File: src/rtl/ps2_pkg.sv
// Shared constants, types and lookups for the PS/2 snake-direction path.
//   Scan codes    : extended/break prefixes, arrow and WASD make codes
//   Directions    : 2-bit encoding, 00 up, 01 right, 10 down, 11 left
//   dec_state_t   : decoder FSM states
//   dir_req_t     : result of a scan-code to direction lookup
package ps2_pkg;

    localparam logic [7:0] SC_EXT   = 8'hE0;
    localparam logic [7:0] SC_BRK   = 8'hF0;
    localparam logic [7:0] SC_W     = 8'h1D;
    localparam logic [7:0] SC_D     = 8'h23;
    localparam logic [7:0] SC_S     = 8'h1B;
    localparam logic [7:0] SC_A     = 8'h1C;
    localparam logic [7:0] SC_UP    = 8'h75;
    localparam logic [7:0] SC_RIGHT = 8'h74;
    localparam logic [7:0] SC_DOWN  = 8'h72;
    localparam logic [7:0] SC_LEFT  = 8'h6B;

    localparam logic [1:0] DIR_UP    = 2'b00;
    localparam logic [1:0] DIR_RIGHT = 2'b01;
    localparam logic [1:0] DIR_DOWN  = 2'b10;
    localparam logic [1:0] DIR_LEFT  = 2'b11;

    typedef enum logic [1:0] {
        S_IDLE    = 2'd0,
        S_EXT     = 2'd1,
        S_BRK     = 2'd2,
        S_EXT_BRK = 2'd3
    } dec_state_t;

    typedef struct packed {
        logic       hit;
        logic [1:0] dir;
    } dir_req_t;

    // WASD make codes (non-extended)
    function automatic dir_req_t wasd_lookup(input logic [7:0] code);
        dir_req_t r;
        r = '0;
        case (code)
            SC_W:    r = '{hit: 1'b1, dir: DIR_UP};
            SC_D:    r = '{hit: 1'b1, dir: DIR_RIGHT};
            SC_S:    r = '{hit: 1'b1, dir: DIR_DOWN};
            SC_A:    r = '{hit: 1'b1, dir: DIR_LEFT};
            default: r = '0;
        endcase
        return r;
    endfunction

    // Arrow make codes (only valid after the E0 prefix)
    function automatic dir_req_t arrow_lookup(input logic [7:0] code);
        dir_req_t r;
        r = '0;
        case (code)
            SC_UP:    r = '{hit: 1'b1, dir: DIR_UP};
            SC_RIGHT: r = '{hit: 1'b1, dir: DIR_RIGHT};
            SC_DOWN:  r = '{hit: 1'b1, dir: DIR_DOWN};
            SC_LEFT:  r = '{hit: 1'b1, dir: DIR_LEFT};
            default:  r = '0;
        endcase
        return r;
    endfunction

    // A turn is legal only if it is neither a repeat nor a 180-degree reversal
    function automatic logic dir_ok(input logic [1:0] req, input logic [1:0] cur);
        return (req != cur) && (req != (cur ^ 2'b10));
    endfunction

endpackage

File: src/rtl/ps2_direction_ctrl_if.sv
// Keyboard-side inputs and game-side outputs of the direction controller.
//   slave  : the controller (consumes ps2clk/ps2data, drives results)
//   master : the environment driving the keyboard lines
interface ps2_direction_ctrl_if;
    logic       ps2clk;
    logic       ps2data;
    logic [1:0] dir;
    logic       dir_valid;
    logic [7:0] keycode;
    logic       key_released;
    logic       frame_err;
    logic       idle;

    modport slave (
        input  ps2clk, ps2data,
        output dir, dir_valid, keycode, key_released, frame_err, idle
    );

    modport master (
        output ps2clk, ps2data,
        input  dir, dir_valid, keycode, key_released, frame_err, idle
    );
endinterface

File: src/rtl/ps2_frame_rx.sv
// PS/2 frame receiver: synchronises the keyboard lines, shifts in 11-bit
// frames on ps2clk falling edges, checks start/parity/stop, and discards
// stalled partial frames after TIMEOUT_CYCLES.
//   clk, reset        : system clock, synchronous active-high reset
//   ps2clk, ps2data   : raw asynchronous keyboard lines
//   data_byte         : last good data byte
//   byte_valid        : one-cycle strobe when data_byte is updated
//   frame_err         : one-cycle pulse on bad frame or timeout
//   idle              : no frame in progress
module ps2_frame_rx #(
    parameter int unsigned SYNC_STAGES    = 2,
    parameter int unsigned TIMEOUT_CYCLES = 50000
) (
    input  logic       clk,
    input  logic       reset,
    input  logic       ps2clk,
    input  logic       ps2data,
    output logic [7:0] data_byte,
    output logic       byte_valid,
    output logic       frame_err,
    output logic       idle
);
    localparam int unsigned TW = $clog2(TIMEOUT_CYCLES + 1);

    logic [SYNC_STAGES-1:0] clk_sync;
    logic [SYNC_STAGES-1:0] data_sync;
    logic                   clk_prev;
    logic                   fall_q;
    logic                   data_q;
    logic [3:0]             bit_cnt;
    logic [10:0]            shreg;
    logic                   done;
    logic [TW-1:0]          tcnt;
    logic                   frame_ok;

    // Bit 0 start=0, bits 8:1 data, bit 9 odd parity, bit 10 stop=1
    assign frame_ok = ~shreg[0] & shreg[10] & (^shreg[9:1]);

    // Synchroniser and registered falling-edge detect; data_q stays aligned to fall_q
    always_ff @(posedge clk) begin
        if (reset) begin
            clk_sync  <= '1;
            data_sync <= '1;
            clk_prev  <= 1'b1;
            fall_q    <= 1'b0;
            data_q    <= 1'b1;
        end else begin
            clk_sync  <= {clk_sync[SYNC_STAGES-2:0], ps2clk};
            data_sync <= {data_sync[SYNC_STAGES-2:0], ps2data};
            clk_prev  <= clk_sync[SYNC_STAGES-1];
            fall_q    <= clk_prev & ~clk_sync[SYNC_STAGES-1];
            data_q    <= data_sync[SYNC_STAGES-1];
        end
    end

    // Bit assembly, frame check and mid-frame timeout
    always_ff @(posedge clk) begin
        if (reset) begin
            bit_cnt    <= 4'd0;
            shreg      <= '0;
            done       <= 1'b0;
            tcnt       <= '0;
            data_byte  <= 8'h00;
            byte_valid <= 1'b0;
            frame_err  <= 1'b0;
            idle       <= 1'b1;
        end else begin
            byte_valid <= 1'b0;
            frame_err  <= 1'b0;
            if (done) begin
                done    <= 1'b0;
                bit_cnt <= 4'd0;
                idle    <= 1'b1;
                tcnt    <= '0;
                if (frame_ok) begin
                    data_byte  <= shreg[8:1];
                    byte_valid <= 1'b1;
                end else begin
                    frame_err <= 1'b1;
                end
            end else if (fall_q) begin
                shreg <= {data_q, shreg[10:1]};
                tcnt  <= '0;
                // Count holds at 10 on the 11th bit; done clears it next cycle
                if (bit_cnt == 4'd10) begin
                    done <= 1'b1;
                end else begin
                    bit_cnt <= bit_cnt + 4'd1;
                    idle    <= 1'b0;
                end
            end else if (bit_cnt != 4'd0) begin
                if (tcnt == TW'(TIMEOUT_CYCLES - 1)) begin
                    frame_err <= 1'b1;
                    bit_cnt   <= 4'd0;
                    idle      <= 1'b1;
                    tcnt      <= '0;
                end else begin
                    tcnt <= tcnt + TW'(1);
                end
            end
        end
    end

endmodule

File: src/rtl/ps2_direction_ctrl.sv
// PS/2 keyboard to snake-direction controller: frame receiver plus the
// prefix decoder and direction register.
//   clk, reset : system clock, synchronous active-high reset
//   bus        : ps2clk/ps2data in; dir, dir_valid, keycode, key_released,
//                frame_err, idle out
module ps2_direction_ctrl
    import ps2_pkg::*;
#(
    parameter int unsigned SYNC_STAGES    = 2,
    parameter int unsigned TIMEOUT_CYCLES = 50000
) (
    input  logic                  clk,
    input  logic                  reset,
    ps2_direction_ctrl_if.slave   bus
);
    logic [7:0] rx_byte;
    logic       rx_valid;
    logic       rx_err;
    logic       rx_idle;

    dec_state_t state;
    logic [1:0] dir_q;
    logic       dir_valid_q;
    logic       key_released_q;
    dir_req_t   req;

    ps2_frame_rx #(
        .SYNC_STAGES    (SYNC_STAGES),
        .TIMEOUT_CYCLES (TIMEOUT_CYCLES)
    ) u_rx (
        .clk        (clk),
        .reset      (reset),
        .ps2clk     (bus.ps2clk),
        .ps2data    (bus.ps2data),
        .data_byte  (rx_byte),
        .byte_valid (rx_valid),
        .frame_err  (rx_err),
        .idle       (rx_idle)
    );

    // Which lookup applies depends on whether the E0 prefix was seen
    always_comb begin
        req = '0;
        case (state)
            S_IDLE:  req = wasd_lookup(rx_byte);
            S_EXT:   req = arrow_lookup(rx_byte);
            default: req = '0;
        endcase
    end

    // Prefix decoder and direction register
    always_ff @(posedge clk) begin
        if (reset) begin
            state          <= S_IDLE;
            dir_q          <= DIR_RIGHT;
            dir_valid_q    <= 1'b0;
            key_released_q <= 1'b0;
        end else begin
            dir_valid_q    <= 1'b0;
            key_released_q <= 1'b0;
            if (rx_err) begin
                state <= S_IDLE;
            end else if (rx_valid) begin
                if (req.hit && dir_ok(req.dir, dir_q)) begin
                    dir_q       <= req.dir;
                    dir_valid_q <= 1'b1;
                end
                case (state)
                    S_IDLE: begin
                        if (rx_byte == SC_EXT)      state <= S_EXT;
                        else if (rx_byte == SC_BRK) state <= S_BRK;
                    end
                    S_EXT: begin
                        if (rx_byte == SC_BRK) state <= S_EXT_BRK;
                        else                   state <= S_IDLE;
                    end
                    S_BRK, S_EXT_BRK: begin
                        key_released_q <= 1'b1;
                        state          <= S_IDLE;
                    end
                    default: state <= S_IDLE;
                endcase
            end
        end
    end

    assign bus.dir          = dir_q;
    assign bus.dir_valid    = dir_valid_q;
    assign bus.key_released = key_released_q;
    assign bus.keycode      = rx_byte;
    assign bus.frame_err    = rx_err;
    assign bus.idle         = rx_idle;

endmodule

File: src/flat_wrapper.sv
// flat-port wrapper written by rule: the top's interface ports become plain ports
module ps2_direction_ctrl_flat import ps2_pkg::*;
#(
    parameter int unsigned SYNC_STAGES    = 2,
    parameter int unsigned TIMEOUT_CYCLES = 50000
)
  (clk, reset, bus_ps2clk, bus_ps2data, bus_dir, bus_dir_valid, bus_keycode, bus_key_released, bus_frame_err, bus_idle);
  ps2_direction_ctrl_if bus_i ();
  input  logic clk;
  input  logic reset;
  input wire logic [$bits(bus_i.ps2clk)-1:0] bus_ps2clk;
  input wire logic [$bits(bus_i.ps2data)-1:0] bus_ps2data;
  output wire logic [$bits(bus_i.dir)-1:0] bus_dir;
  output wire logic [$bits(bus_i.dir_valid)-1:0] bus_dir_valid;
  output wire logic [$bits(bus_i.keycode)-1:0] bus_keycode;
  output wire logic [$bits(bus_i.key_released)-1:0] bus_key_released;
  output wire logic [$bits(bus_i.frame_err)-1:0] bus_frame_err;
  output wire logic [$bits(bus_i.idle)-1:0] bus_idle;
  assign bus_i.ps2clk = bus_ps2clk;
  assign bus_i.ps2data = bus_ps2data;
  assign bus_dir = bus_i.dir;
  assign bus_dir_valid = bus_i.dir_valid;
  assign bus_keycode = bus_i.keycode;
  assign bus_key_released = bus_i.key_released;
  assign bus_frame_err = bus_i.frame_err;
  assign bus_idle = bus_i.idle;
  ps2_direction_ctrl #(.SYNC_STAGES(SYNC_STAGES), .TIMEOUT_CYCLES(TIMEOUT_CYCLES)) u_core (.clk(clk), .reset(reset), .bus(bus_i));
endmodule
File: config.mk
export PLATFORM = sky130hd
export DESIGN_NAME = ps2_direction_ctrl_flat
export DESIGN_NICKNAME = d
export VERILOG_FILES = /design/src/rtl/ps2_pkg.sv /design/src/rtl/ps2_direction_ctrl_if.sv /design/src/rtl/ps2_frame_rx.sv /design/src/rtl/ps2_direction_ctrl.sv /design/src/flat_wrapper.sv
export SDC_FILE = /design/constraint.sdc
export NUM_CORES = 1
export LEC_CHECK = 0
export CAP_MARGIN = 15
export CORE_ASPECT_RATIO = 1.2
export CORE_MARGIN = 5
export CORE_UTILIZATION = 62
export CTS_CLUSTER_SIZE = 40
export DETAILED_ROUTE_END_ITERATION = 16
export HOLD_SLACK_MARGIN = 0.06
export PLACE_DENSITY = 0.85
export SLEW_MARGIN = 20
export SYNTH_ARGS = -nofsm -noshare
export SYNTH_HDL_FRONTEND = slang
export SYNTH_SLANG_ARGS = --single-unit
File: constraint.sdc
create_clock -name clk -period 4.8 [get_ports clk]
set_clock_uncertainty 0.2 [all_clocks]
set_input_delay 0.96 -clock clk [delete_from_list [all_inputs] [get_ports clk]]
set_output_delay 0.96 -clock clk [all_outputs]
set_load 0.005 [all_outputs]
* Word level (Yosys, flattened, before mapping)
Index checks and enable logic that the tools add are counted.
Widths: inputs -> output; s select.
** Word-level totals
- Register bits :: 56
- Bits in latches :: 0
- RAM bits :: 0
- Memory bits (read-only) :: 0
- Bits of input ports :: 4
- Output and inout port bits :: 14
- Logic and storage cells :: 92
- Memories kept :: 0
** Cells by class
- Add/subtract/negate cells :: 2
- Multipliers :: 0
- Divide/modulo/power cells :: 0
- Order comparisons :: 0
- Eq/ne operators :: 19
- Shift operators :: 0
- Muxes and demuxes :: 25
- Bitwise gates (word level) :: 10
- Reduce and logical (&&, ||, !) cells :: 19
** Operators by type and width (number)
- $eq 8x7->1 const B :: 4
- $eq 8x5->1 const B :: 3
- $pmux 3 s4 :: 2
- $add 16x1->16 const B :: 1
- $eq 16x16->1 const B :: 1
- $eq 8x8->1 const B :: 2
- $mux 16 :: 1
- $mux 4 :: 4
- $mux 1 :: 13
- $reduce_or 3->1 :: 3
- $reduce_xor 9->1 :: 1
- $eq 8x6->1 const B :: 1
- $reduce_or 2->1 :: 4
- $not 1->1 :: 7
- $mux 2 :: 3
- $pmux 2 s3 :: 1
- $pmux 3 s2 :: 1
- $reduce_and 2->1 :: 3
- $reduce_and 3->1 :: 2
- $add 4x1->4 const B :: 1
- $eq 2x2->1 const B :: 2
- $eq 4x4->1 const B :: 1
- $ne 2x2->1 :: 2
- $reduce_bool 2->1 :: 2
- 7 further kinds :: 10

* Depth between registers and ports, before layout
Gate-level depths: netlist (run 1).
- Depth in word-level cells :: 7
- Mapped depth :: 9

* Modules after synthesis
A second synthesis (run 1) with hierarchy kept.
** Unflattened totals
- Cell total of the unflattened synthesis :: 294
- Area total of the unflattened synthesis :: 2671.3 um^2
** Modules (own cells, without submodules)
- ps2_frame_rx :: instances 1, cells each 236, area an instance 2160.8 um^2, sequential area each 1001.0 um^2
- ps2_direction_ctrl :: instances 1, cells each 58, area an instance 510.5 um^2, sequential area each 120.1 um^2

* Worst setup path before layout (run 1)
Ideal clock, no wire load.
- Path kind :: register to register
- Start point :: reg u_core.u_rx.bit_cnt[0]
- End point :: reg u_core.u_rx.idle
- Data arrival time :: 1.817 ns
- Path slack :: 2.669 ns
- Stages on the path, launching flop included :: 10
- Path buffers :: 1
- Clock period less this slack :: 2.131 ns
- Cell sequence :: dfxtp_1 -> inv_1 -> ha_1 -> or3b_1 -> buf_2 -> and3_4 -> nand2_4 -> nor3_2 -> or3_1 -> a21o_1
** On the way
- Cells in the longest elaborated chain, start to end :: 3
- Elaborated cells between the ends (all ways) :: 5
- Those cells by class :: eq/ne: 2; reduce/logical: 3
** RTL lines
- start: declaration :: line ps2_frame_rx.sv:30 : logic [3:0] bit_cnt;
- start signal: assignment :: line ps2_frame_rx.sv:88 : bit_cnt <= bit_cnt + 4'd1;
- $eq 4x4->1 / $reduce_bool 4->1 (equally long branches) :: line ps2_frame_rx.sv:85, ps2_frame_rx.sv:91
- $ne 2x2->1 (no line) / $reduce_bool 2->1 (equally long branches)
- $reduce_and 3->1 (no line) *
- end signal: assignment :: line ps2_frame_rx.sv:73 : idle <= 1'b1;
- end signal: assignment :: line ps2_frame_rx.sv:89 : idle <= 1'b0;
- end signal: assignment :: line ps2_frame_rx.sv:95 : idle <= 1'b1;
- end: declaration :: line ps2_frame_rx.sv:21 : output logic idle
Mark *: on every way between the ends. The rest lies on a longest branch, timed or not.
A chain may end at the register's enable or synchronous reset.

* Final worst setup path (run 1)
- Start point :: in reset
- End point :: reg u_core.u_rx.tcnt[3]
** On the way
- Cells in the longest elaborated chain, start to end :: 1
** RTL lines
- start: declaration :: line flat_wrapper.sv:10 : input logic reset;
- $reduce_or 3->1 (no line)
- end signal: assignment :: line ps2_frame_rx.sv:98 : tcnt <= tcnt + TW'(1);
- end: declaration :: line ps2_frame_rx.sv:33 : logic [TW-1:0] tcnt;
Every way passes these cells.

==> flow_summary.toml, run 1 <==
[finish]
antenna_cells = 0
fillerInstances = 308
final-instance-count-excl-fill = 350
layout.nets = 303
flow.area_growth_from_synthesis_pct = 13.2
finish.utilization_pct = 71.6
drive_above_1_share_pct = 7.77

[power]
irDropWorstVdd_v = 0.000194
leakagePower_nw = 0.990
internal_power_uw = 662
switching_share_of_total_power_pct = 19.1
cellPowerDensity_nw_per_um2 = 293
comb_power_share_pct = 2.8
seqPwrFrac_pct = 57.5
clock_power_share_pct = 39.7
switching_power_uw = 156

[timing]
final.period_utilization_pct = 54.4
rsz0062_at_grt = "false"
hold_viol = 0
timing.final.crit_period_ns = 2.61
slew_headroom_pct = 54.7
setup_violations = 0
fin_ws_ns = 2.19
worst-slew-pin-transition_ns = 0.677
fin_setup_tns_ns = 0
drv_slew = 0
highest_clock_rate_ghz = 0.383

[die]
initial_utilization_pct = 63.3
fp-row-count = 25
chipHeight_microns = 79.2
core_area_sq_um = 3910
die_width_microns = 67.7
design.die.area_sq_um = 5360
io_pins = 18

[global_route]
groute.usage.overall_pct = 19.4
grt_first_pass_wirelength_microns = 8150
grt.overflow.total = 0
maximum_number_of_pins_on_one_net_before_global_route_repair = 23
grt_pass1_vias = 1882
grt_antenna_before_repair = 0

[setup_path]
critical_path.cell_chain = "clkdlybuf4s50_1, buf_4, nor3_1, o21ai_2, nor2_1"
worst_r2r_path_depth = 5
setup.worst_path.end_class = "register"
cp_data_required_time_ns = 4.77
critical_path_peak_fanout = 22
regToRegStartpoint = "u_core.u_rx.tcnt[5]"
path_class = "in -> reg"
critPathLaunchType = "input port"
crit_slowest_cell = "sky130_fd_sc_hd__clkdlybuf4s50_1"
cp_slowest_stage_delay_ns = 0.79
worst-r2r-setup-slack_ns = 2.46
r2r_end = "u_core.u_rx.tcnt[3]"
worstPathArrival_ns = 2.58

[synth]
postSynth.asyncResetShare_pct = 0
seq_area_frac_synth_pct = 45.3
synthesized_area_per_cell_sq_um = 8.83
synthesis.nets = 288
yosys_register_bits = 56
synth_cell_type_count = 46
ys_dominant_reg_cell = "sky130_fd_sc_hd__dfxtp_1"
number_of_synthesized_flops_with_an_enable_pin = 0
synth_warnings = 0
syn-cell-area_sq_um = 2470
synth_cells = 280

[placed_design]
port_buffers = 17
placement.setup.worst_slack_ns = 1.89
post-place-cells = 342
dp_hpwl_microns = 3290
gpl.final_weighted_congestion = 0.802

[clock_network]
clk_transition_reported_paths_ns = 0.09
postCtsHoldBufs = 0
clock_insertion_delay_worst_skew_ns = 0.30
clock_tree.root_cell = "sky130_fd_sc_hd__clkbuf_8"
clock_path_buffers = 2
htree_num_levels = 2
cts_tree = "done"
post_cts_resized = 0
cts_made_buffers = 5
cts_post_setup_buffers_inserted = 0
cts_num_sinks = 56

[route]
drc_errors = 0
drt-initial-drc-count = 86
postRouteAntennaNets = 0
avgViaCountPerCell = 5.60
detail_route.wirelength_microns = 4590
overall_via_count_from_detail_route = 1959
drt_first_pass_iters = 4
wl_per_cell_microns = 13.1

[flow_run]
drv_cap = 0

[min_path]
class_of_the_tightest_hold_or_removal_check = "reg -> reg"
hold_start = "u_core.u_rx.clk_prev"
whs_path_depth = 2
holdPathEnd = "u_core.u_rx.fall_q"

[status]
status = "complete, no violations"
[per-stage QoR]
stage	instance area, sq um	hold slack [ns]	power, mW
5_1_grt	2800	0.231	0.853
6_report	2800	0.212	0.819
4_1_cts	2800	0.216	0.831
3_3_place_gp	2670	0.195	0.504
3_5_place_dp	2670	0.201	0.505
2_1_floorplan	2470	0.189	0.498
[cell usage in the layout (no fill, tap or decap), types with 9 or more instances in the layout]
cell,instances
sky130_fd_sc_hd__xnor2_1,9
sky130_fd_sc_hd__clkdlybuf4s50_1,17
sky130_fd_sc_hd__nand2_1,39
sky130_fd_sc_hd__nor3_1,12
sky130_fd_sc_hd__a21oi_1,16
sky130_fd_sc_hd__nor2_1,35
sky130_fd_sc_hd__xor2_1,12
sky130_fd_sc_hd__mux2i_1,9
sky130_fd_sc_hd__dfxtp_1,56
[layout make-up]
type / instances / area, sq um / area share [%]
Clock buffer: 7 / 96.3 / 3.44
Clock inverter: 1 / 30.0 / 1.07
Inverter: 6 / 22.5 / 0.805
Multi-Input combinational cell: 207 / 1280 / 45.6
Sequential cell: 56 / 1120 / 40.1
Tap cell: 54 / 67.6 / 2.41
Timing Repair Buffer: 19 / 185 / 6.62
[cell families after synthesis]
logic type | after synthesis | synth area share (%)
compound gates | 36 | 9.41
xor+xnor | 22 | 8.35
fa+ha+maj | 4 | 2.02
buf+inv | 17 | 3.09
flops | 56 | 45.3
mux | 9 | 3.64
simple gates | 136 | 28.2
[power by group through the flow]
| stage | clock network (mW) | registers [mW] | logic [mW] |
|---|---|---|---|
| global route | 0.355 | 0.472 | 0.0258 |
| finish | 0.325 | 0.471 | 0.0229 |
| global placement | 0 | 0.482 | 0.0224 |
| detailed placement | 0 | 0.482 | 0.0230 |
| CTS | 0.336 | 0.471 | 0.0230 |
| floorplan | 0 | 0.481 | 0.0166 |
[Yosys cell counts (3+ instances only)]
| master | instances | area, sq um |
|---|---|---|
| sky130_fd_sc_hd__a21oi_1 | 16 | 80.1 |
| sky130_fd_sc_hd__a32oi_1 | 3 | 26.3 |
| sky130_fd_sc_hd__and3b_1 | 3 | 26.3 |
| sky130_fd_sc_hd__clkbuf_1 | 8 | 30.0 |
| sky130_fd_sc_hd__dfxtp_1 | 56 | 1120 |
| sky130_fd_sc_hd__ha_1 | 4 | 50.1 |
| sky130_fd_sc_hd__inv_1 | 6 | 22.5 |
| sky130_fd_sc_hd__mux2i_1 | 9 | 90.1 |
| sky130_fd_sc_hd__nand2_1 | 39 | 146 |
| sky130_fd_sc_hd__nand2b_1 | 3 | 18.8 |
| sky130_fd_sc_hd__nand3_1 | 3 | 15.0 |
| sky130_fd_sc_hd__nand4_1 | 7 | 43.8 |
| sky130_fd_sc_hd__nor2_1 | 35 | 131 |
| sky130_fd_sc_hd__nor2b_1 | 6 | 37.5 |
| sky130_fd_sc_hd__nor3_1 | 12 | 60.1 |
| sky130_fd_sc_hd__nor3b_1 | 3 | 22.5 |
| sky130_fd_sc_hd__nor4_1 | 3 | 18.8 |
| sky130_fd_sc_hd__o21ai_0 | 4 | 20.0 |
| sky130_fd_sc_hd__or2_2 | 6 | 37.5 |
| sky130_fd_sc_hd__or3_1 | 5 | 31.3 |
| sky130_fd_sc_hd__xnor2_1 | 9 | 78.8 |
| sky130_fd_sc_hd__xor2_1 | 12 | 105 |
[per-layer routing]
layer	vias to the layer above	track usage [%]	share of wire [%]
met2	47	34.1	51
met4	0	7.10	1.7
met3	10	4.10	4.2
met1	909	22.6	43
li1	993	-	-
met5	-	0	0
[how the worst max path moves through the flow]
stage	start	slack [ns]	cells past startpoint	end
finish	reset	2.19	5	u_core.u_rx.tcnt[3]
global route	reset	2.03	5	u_core.u_rx.tcnt[3]
CTS	reset	2.19	5	u_core.u_rx.tcnt[3]
detailed placement	reset	1.89	5	u_core.u_rx.tcnt[0]
global placement	reset	1.92	5	u_core.u_rx.tcnt[13]
floorplan	u_core.u_rx.bit_cnt[0]	2.67	9	u_core.u_rx.idle
[flip-flops by register name, summed over array words and instances (netlist names)]
register                 cells
u_core.u_rx.tcnt            16
u_core.u_rx.shreg           11
u_core.u_rx.data_byte        8
u_core.u_rx.bit_cnt          4
u_core.bus.dir               2
u_core.state                 2
u_core.u_rx.clk_sync         2
u_core.u_rx.data_sync        2
u_core.bus.dir_valid         1
u_core.bus.key_released      1
u_core.u_rx.byte_valid       1
u_core.u_rx.clk_prev         1
u_core.u_rx.data_q           1
u_core.u_rx.done             1
u_core.u_rx.fall_q           1
u_core.u_rx.frame_err        1
u_core.u_rx.idle             1
[worst max-delay path, delay by kind of cell]
family	cells	cell delay [ns]
AND/OR/NAND/NOR	2	0.22
AO/OA/AOI/OAI	1	0.25
buffers and inverters	2	1.13
Power figures use the tool's default switching activity.
==> run 2: changes to the inputs <==
--- a/config.mk
+++ b/config.mk
@@ -8,11 +8,11 @@
 export CAP_MARGIN = 15
 export CORE_ASPECT_RATIO = 1.2
 export CORE_MARGIN = 5
-export CORE_UTILIZATION = 62
+export CORE_UTILIZATION = 57
 export CTS_CLUSTER_SIZE = 40
 export DETAILED_ROUTE_END_ITERATION = 16
 export HOLD_SLACK_MARGIN = 0.06
-export PLACE_DENSITY = 0.85
+export PLACE_DENSITY = 0.79
 export SLEW_MARGIN = 20
 export SYNTH_ARGS = -nofsm -noshare
 export SYNTH_HDL_FRONTEND = slang
==> constraint.sdc (replaced) <==
create_clock -name clk -period 2.6 [get_ports clk]
set_clock_uncertainty 0.2 [all_clocks]
set_input_delay 0.52 -clock clk [delete_from_list [all_inputs] [get_ports clk]]
set_output_delay 0.52 -clock clk [all_outputs]
set_load 0.005 [all_outputs]
==> run 2 against run 1 <==
Routed wire length down 2.5%; clock power is 47% higher; largest cell class unchanged; first-iteration DRC count is 28% higher; register-to-register slack got worse by 2.2 ns; highest routed layer unchanged.
==> flow_summary.toml, run 2 (synthesized netlist as in run 1, its figures left out) <==
[setup_path]
critPathLaunchType = "register"
worst-r2r-setup-slack_ns = 0.31
r2r_end = "u_core.u_rx.idle"
regToRegStartpoint = "u_core.u_rx.bit_cnt[0]"
critical_path_peak_fanout = 6
path_class = "reg -> reg"
cp_data_required_time_ns = 2.61
setup.worst_path.end_class = "register"
worst_r2r_path_depth = 8
worstPathArrival_ns = 2.30
worst_setup_path_startpoint = "u_core.u_rx.bit_cnt[0]"

[die]
initial_utilization_pct = 58.5
die_width_microns = 70.1
core_area_sq_um = 4230
fp-row-count = 26
chipHeight_microns = 82.2
io_pins = 18
design.die.area_sq_um = 5760

[placed_design]
gpl.final_weighted_congestion = 0.818
dp_hpwl_microns = 3280
post-place-cells = 347
port_buffers = 17

[route]
drt-initial-drc-count = 110
detail_route.wirelength_microns = 4470
avgViaCountPerCell = 5.44
drc_errors = 0
overall_via_count_from_detail_route = 1925
drt_first_pass_iters = 4
wl_per_cell_microns = 12.6
postRouteAntennaNets = 0

[finish]
drive_above_1_share_pct = 8.39
register_area_sq_um = 1120
final_common_cell = "sky130_fd_sc_hd__dfxtp_1"
largest_register_ff_count = 16
layout.nets = 306
register_with_the_highest_flop_count = "u_core.u_rx.tcnt"
antenna_cells = 0
flow.area_growth_from_synthesis_pct = 13.3
multi_input_gate_area_in_the_final_layout_sq_um = 1280
fillerInstances = 349
layout_common_cells = "sky130_fd_sc_hd__dfxtp_1, sky130_fd_sc_hd__nand2_1, sky130_fd_sc_hd__nor2_1, sky130_fd_sc_hd__clkdlybuf4s50_1, sky130_fd_sc_hd__a21oi_1"
final-instance-count-excl-fill = 354
top_regs = "u_core.u_rx.tcnt (16), u_core.u_rx.shreg (11), u_core.u_rx.data_byte (8)"

[clock_network]
clock_tree.root_cell = "sky130_fd_sc_hd__clkbuf_8"
clock_insertion_delay_worst_skew_ns = 0.31
cts_post_setup_buffers_inserted = 0
clock_path_buffers = 2
post_cts_resized = 0
cts_num_sinks = 56
cts_made_buffers = 5
cts_tree = "done"
htree_num_levels = 2
postCtsHoldBufs = 0
clk_transition_reported_paths_ns = 0.09

[min_path]
class_of_the_tightest_hold_or_removal_check = "reg -> reg"
holdPathEnd = "u_core.u_rx.data_sync[1]"
hold_start = "u_core.u_rx.data_sync[0]"
whs_path_depth = 1

[timing]
hold_viol = 0
drv_slew = 0
final.period_utilization_pct = 88.2
highest_clock_rate_ghz = 0.436
worst-slew-pin-transition_ns = 0.693
timing.final.crit_period_ns = 2.29
slew_headroom_pct = 53.7
fin_setup_tns_ns = 0
setup_violations = 0
rsz0062_at_grt = "false"

[global_route]
grt_use_met1_pct = 19.0
grt_first_pass_wirelength_microns = 7760
grt_antenna_before_repair = 0
maximum_number_of_pins_on_one_net_before_global_route_repair = 31
busiest_layer = "met2"
grt_util_met2_pct = 31.0
grt.overflow.total = 0
groute.usage.overall_pct = 16.6
grt_pass1_vias = 1794
grtUsageMet3_pct = 3.39

[power]
cellPowerDensity_nw_per_um2 = 498
comb_power_share_pct = 3.4
internal_power_mw = 1.10
irDropWorstVdd_v = 0.000316
leakagePower_nw = 0.992
seqPwrFrac_pct = 62.3
switching_share_of_total_power_pct = 21.1
switching_power_uw = 294
clock_power_share_pct = 34.2
power.total_mw = 1.39

[flow_run]
drv_cap = 0

[status]
status = "complete, no violations"
-- run 2: how the worst max path moves through the flow --
stage / slack [ns] / cells after the start / end
floorplan: 0.47 / 9 / u_core.u_rx.idle
global placement: 0.38 / 8 / u_core.u_rx.idle
detailed placement: 0.31 / 8 / u_core.u_rx.idle
CTS: 0.31 / 8 / u_core.u_rx.idle
global route: 0.20 / 8 / u_core.u_rx.bit_cnt[0]
finish: 0.31 / 8 / u_core.u_rx.idle
-- run 2: cell type report --
cell class,instances,share of cell area [%]
flip-flops and latches,56,40.0
inverters,6,0.804
repair buffers,22,7.86
well taps,56,2.50
clock buffers,6,2.95
clock inverters,1,0.313
multi-input cells,207,45.6
-- run 2: per-stage QoR --
step	instance area (sq um)	setup slack, ns	utilization (%)	hold slack [ns]
2_1_floorplan	2470	0.469	-	0.189
3_3_place_gp	2710	0.382	64.1	0.192
3_5_place_dp	2710	0.306	64.1	0.195
4_1_cts	2800	0.306	66.2	0.218
5_1_grt	2800	0.203	66.2	0.232
6_report	2800	0.307	66.2	0.216
-- run 2: per-layer routing --
| metal | share of wire [%] | up-vias |
|---|---|---|
| met2 | 49 | 39 |
| met4 | 1.3 | 0 |
| met1 | 45 | 891 |
| met5 | 0 | - |
| met3 | 4.4 | 5 |
| li1 | - | 990 |
-- run 2: power groups by stage --
stage | Clock (mW) | Combinational, mW | Sequential (mW)
2_1_floorplan | 0 | 0.0306 | 0.889
3_3_place_gp | 0 | 0.0475 | 0.889
3_5_place_dp | 0 | 0.0486 | 0.890
4_1_cts | 0.492 | 0.0486 | 0.870
5_1_grt | 0.518 | 0.0531 | 0.871
6_report | 0.477 | 0.0480 | 0.870
-- run 2: worst max-delay path, cell delays in order (launching register included) --
cell,delay [ns]
sky130_fd_sc_hd__dfxtp_1,0.33
sky130_fd_sc_hd__inv_1,0.12
sky130_fd_sc_hd__ha_1,0.16
sky130_fd_sc_hd__or3b_1,0.46
sky130_fd_sc_hd__and3_4,0.25
sky130_fd_sc_hd__nand2_4,0.08
sky130_fd_sc_hd__nor3_2,0.06
sky130_fd_sc_hd__or3_1,0.37
sky130_fd_sc_hd__a21o_1,0.17
==> run 3: changes to the inputs <==
--- a/config.mk
+++ b/config.mk
@@ -5,6 +5,7 @@
 export SDC_FILE = /design/constraint.sdc
 export NUM_CORES = 1
 export LEC_CHECK = 0
+export ABC_AREA = 0
 export CAP_MARGIN = 15
 export CORE_ASPECT_RATIO = 1.2
 export CORE_MARGIN = 5
@@ -12,6 +13,7 @@
 export CTS_CLUSTER_SIZE = 40
 export DETAILED_ROUTE_END_ITERATION = 16
 export HOLD_SLACK_MARGIN = 0.06
+export MAX_ROUTING_LAYER = met4
 export PLACE_DENSITY = 0.79
 export SLEW_MARGIN = 20
 export SYNTH_ARGS = -nofsm -noshare
==> run 3 against run 2 <==
Die area stayed put; total power hardly changed; design area stayed put; critical path type unchanged.
==> flow_summary.toml, run 3 (synthesized netlist as in run 1, its figures left out) <==
[clock_network]
cts_num_sinks = 56
cts_post_setup_buffers_inserted = 0
cts_tree = "done"
clock_path_buffers = 2
htree_num_levels = 2
clk_transition_reported_paths_ns = 0.09
postCtsHoldBufs = 0
clock_tree.root_cell = "sky130_fd_sc_hd__clkbuf_8"
post_cts_resized = 0
cts_made_buffers = 5
clock_insertion_delay_worst_skew_ns = 0.31

[timing]
fin_setup_tns_ns = 0
timing.final.crit_period_ns = 2.29
hold_viol = 0
rsz0062_at_grt = "false"
highest_clock_rate_ghz = 0.436
final.period_utilization_pct = 88.2
fin_ws_ns = 0.307
worst-slew-pin-transition_ns = 0.693
setup_violations = 0
drv_slew = 0
slew_headroom_pct = 53.7

[placed_design]
gpl.final_weighted_congestion = 0.830
dp_hpwl_microns = 3280
port_buffers = 17
placement.setup.worst_slack_ns = 0.306

[route]
overall_via_count_from_detail_route = 1925
drt_first_pass_iters = 4
postRouteAntennaNets = 0
detail_route.wirelength_microns = 4470
wl_per_cell_microns = 12.6
drc_errors = 0
drt-initial-drc-count = 110
avgViaCountPerCell = 5.44

[global_route]
maximum_number_of_pins_on_one_net_before_global_route_repair = 31
grt_antenna_before_repair = 0
grt_pass1_vias = 1794
grt_first_pass_wirelength_microns = 7760
groute.usage.overall_pct = 17.1
grt.overflow.total = 0

[finish]
top_regs = "u_core.u_rx.tcnt (16), u_core.u_rx.shreg (11), u_core.u_rx.data_byte (8)"
fillerInstances = 349
layout_common_cells = "sky130_fd_sc_hd__dfxtp_1, sky130_fd_sc_hd__nand2_1, sky130_fd_sc_hd__nor2_1, sky130_fd_sc_hd__clkdlybuf4s50_1, sky130_fd_sc_hd__a21oi_1"
register_area_sq_um = 1120
largest_register_ff_count = 16
register_with_the_highest_flop_count = "u_core.u_rx.tcnt"
drive_above_1_share_pct = 8.39
multi_input_gate_area_in_the_final_layout_sq_um = 1280
layout.nets = 306
antenna_cells = 0
flow.area_growth_from_synthesis_pct = 13.3
final_common_cell = "sky130_fd_sc_hd__dfxtp_1"

[power]
leakagePower_nw = 0.992
cellPowerDensity_nw_per_um2 = 498
power.total_mw = 1.39
irDropWorstVdd_v = 0.000316

[setup_path]
cp_data_required_time_ns = 2.61
critical_path_peak_fanout = 6
critPathLaunchType = "register"
path_class = "reg -> reg"
setup.worst_path.end_class = "register"
worstPathArrival_ns = 2.30

[die]
design.die.area_sq_um = 5760
initial_utilization_pct = 58.5
die_width_microns = 70.1
io_pins = 18
chipHeight_microns = 82.2
fp-row-count = 26
core_area_sq_um = 4230

[status]
status = "complete, no violations"

[flow_run]
drv_cap = 0

[min_path]
class_of_the_tightest_hold_or_removal_check = "reg -> reg"
## run 3: path summary, 6_finish.rpt
check                           start                  endpoint  slack [ns]  cells past startpoint
min          u_core.u_rx.data_sync[0]  u_core.u_rx.data_sync[1]        0.22                      1
max reg2reg    u_core.u_rx.bit_cnt[0]          u_core.u_rx.idle        0.31                      8
min reg2reg  u_core.u_rx.data_sync[0]  u_core.u_rx.data_sync[1]        0.22                      1
max            u_core.u_rx.bit_cnt[0]          u_core.u_rx.idle        0.31                      8
## run 3: where the power goes
part | internal, mW | total [mW] | leakage (nW) | switching [mW]
Clock | 0.213 | 0.477 | 0.0473 | 0.264
Combinational | 0.0226 | 0.0480 | 0.492 | 0.0254
Sequential | 0.865 | 0.869 | 0.453 | 0.00445
## run 3: critical path, stage by stage, from the launching register on
cell	delay, ns
sky130_fd_sc_hd__dfxtp_1	0.33
sky130_fd_sc_hd__inv_1	0.12
sky130_fd_sc_hd__ha_1	0.16
sky130_fd_sc_hd__or3b_1	0.46
sky130_fd_sc_hd__and3_4	0.25
sky130_fd_sc_hd__nand2_4	0.08
sky130_fd_sc_hd__nor3_2	0.06
sky130_fd_sc_hd__or3_1	0.37
sky130_fd_sc_hd__a21o_1	0.17
## run 3: layout make-up
type                       count  area share, %
timing repair buffer          22           7.86
sequential                    56           40.0
clock inverter                 1          0.313
multi-input combinational    207           45.6
inverter                       6          0.804
tap                           56           2.50
clock buffer                   6           2.95
## run 3: per-stage QoR
stage | hold WS (ns) | utilization (%) | std cells | area (sq um)
floorplan | 0.189 | - | 280 | 2470
global placement | 0.192 | 64.1 | 347 | 2710
detailed placement | 0.195 | 64.1 | 347 | 2710
CTS | 0.218 | 66.2 | 354 | 2800
global route | 0.232 | 66.2 | 354 | 2800
finish | 0.216 | 66.2 | 354 | 2800
## run 3: metal layers
layer | track usage, % | vias to the layer above | wire length, microns
li1 | - | 990 | -
met1 | 19.0 | 891 | 2020
met2 | 31.0 | 39 | 2200
met3 | 3.39 | 5 | 196
met4 | 5.75 | 0 | 59
met5 | - | - | 0
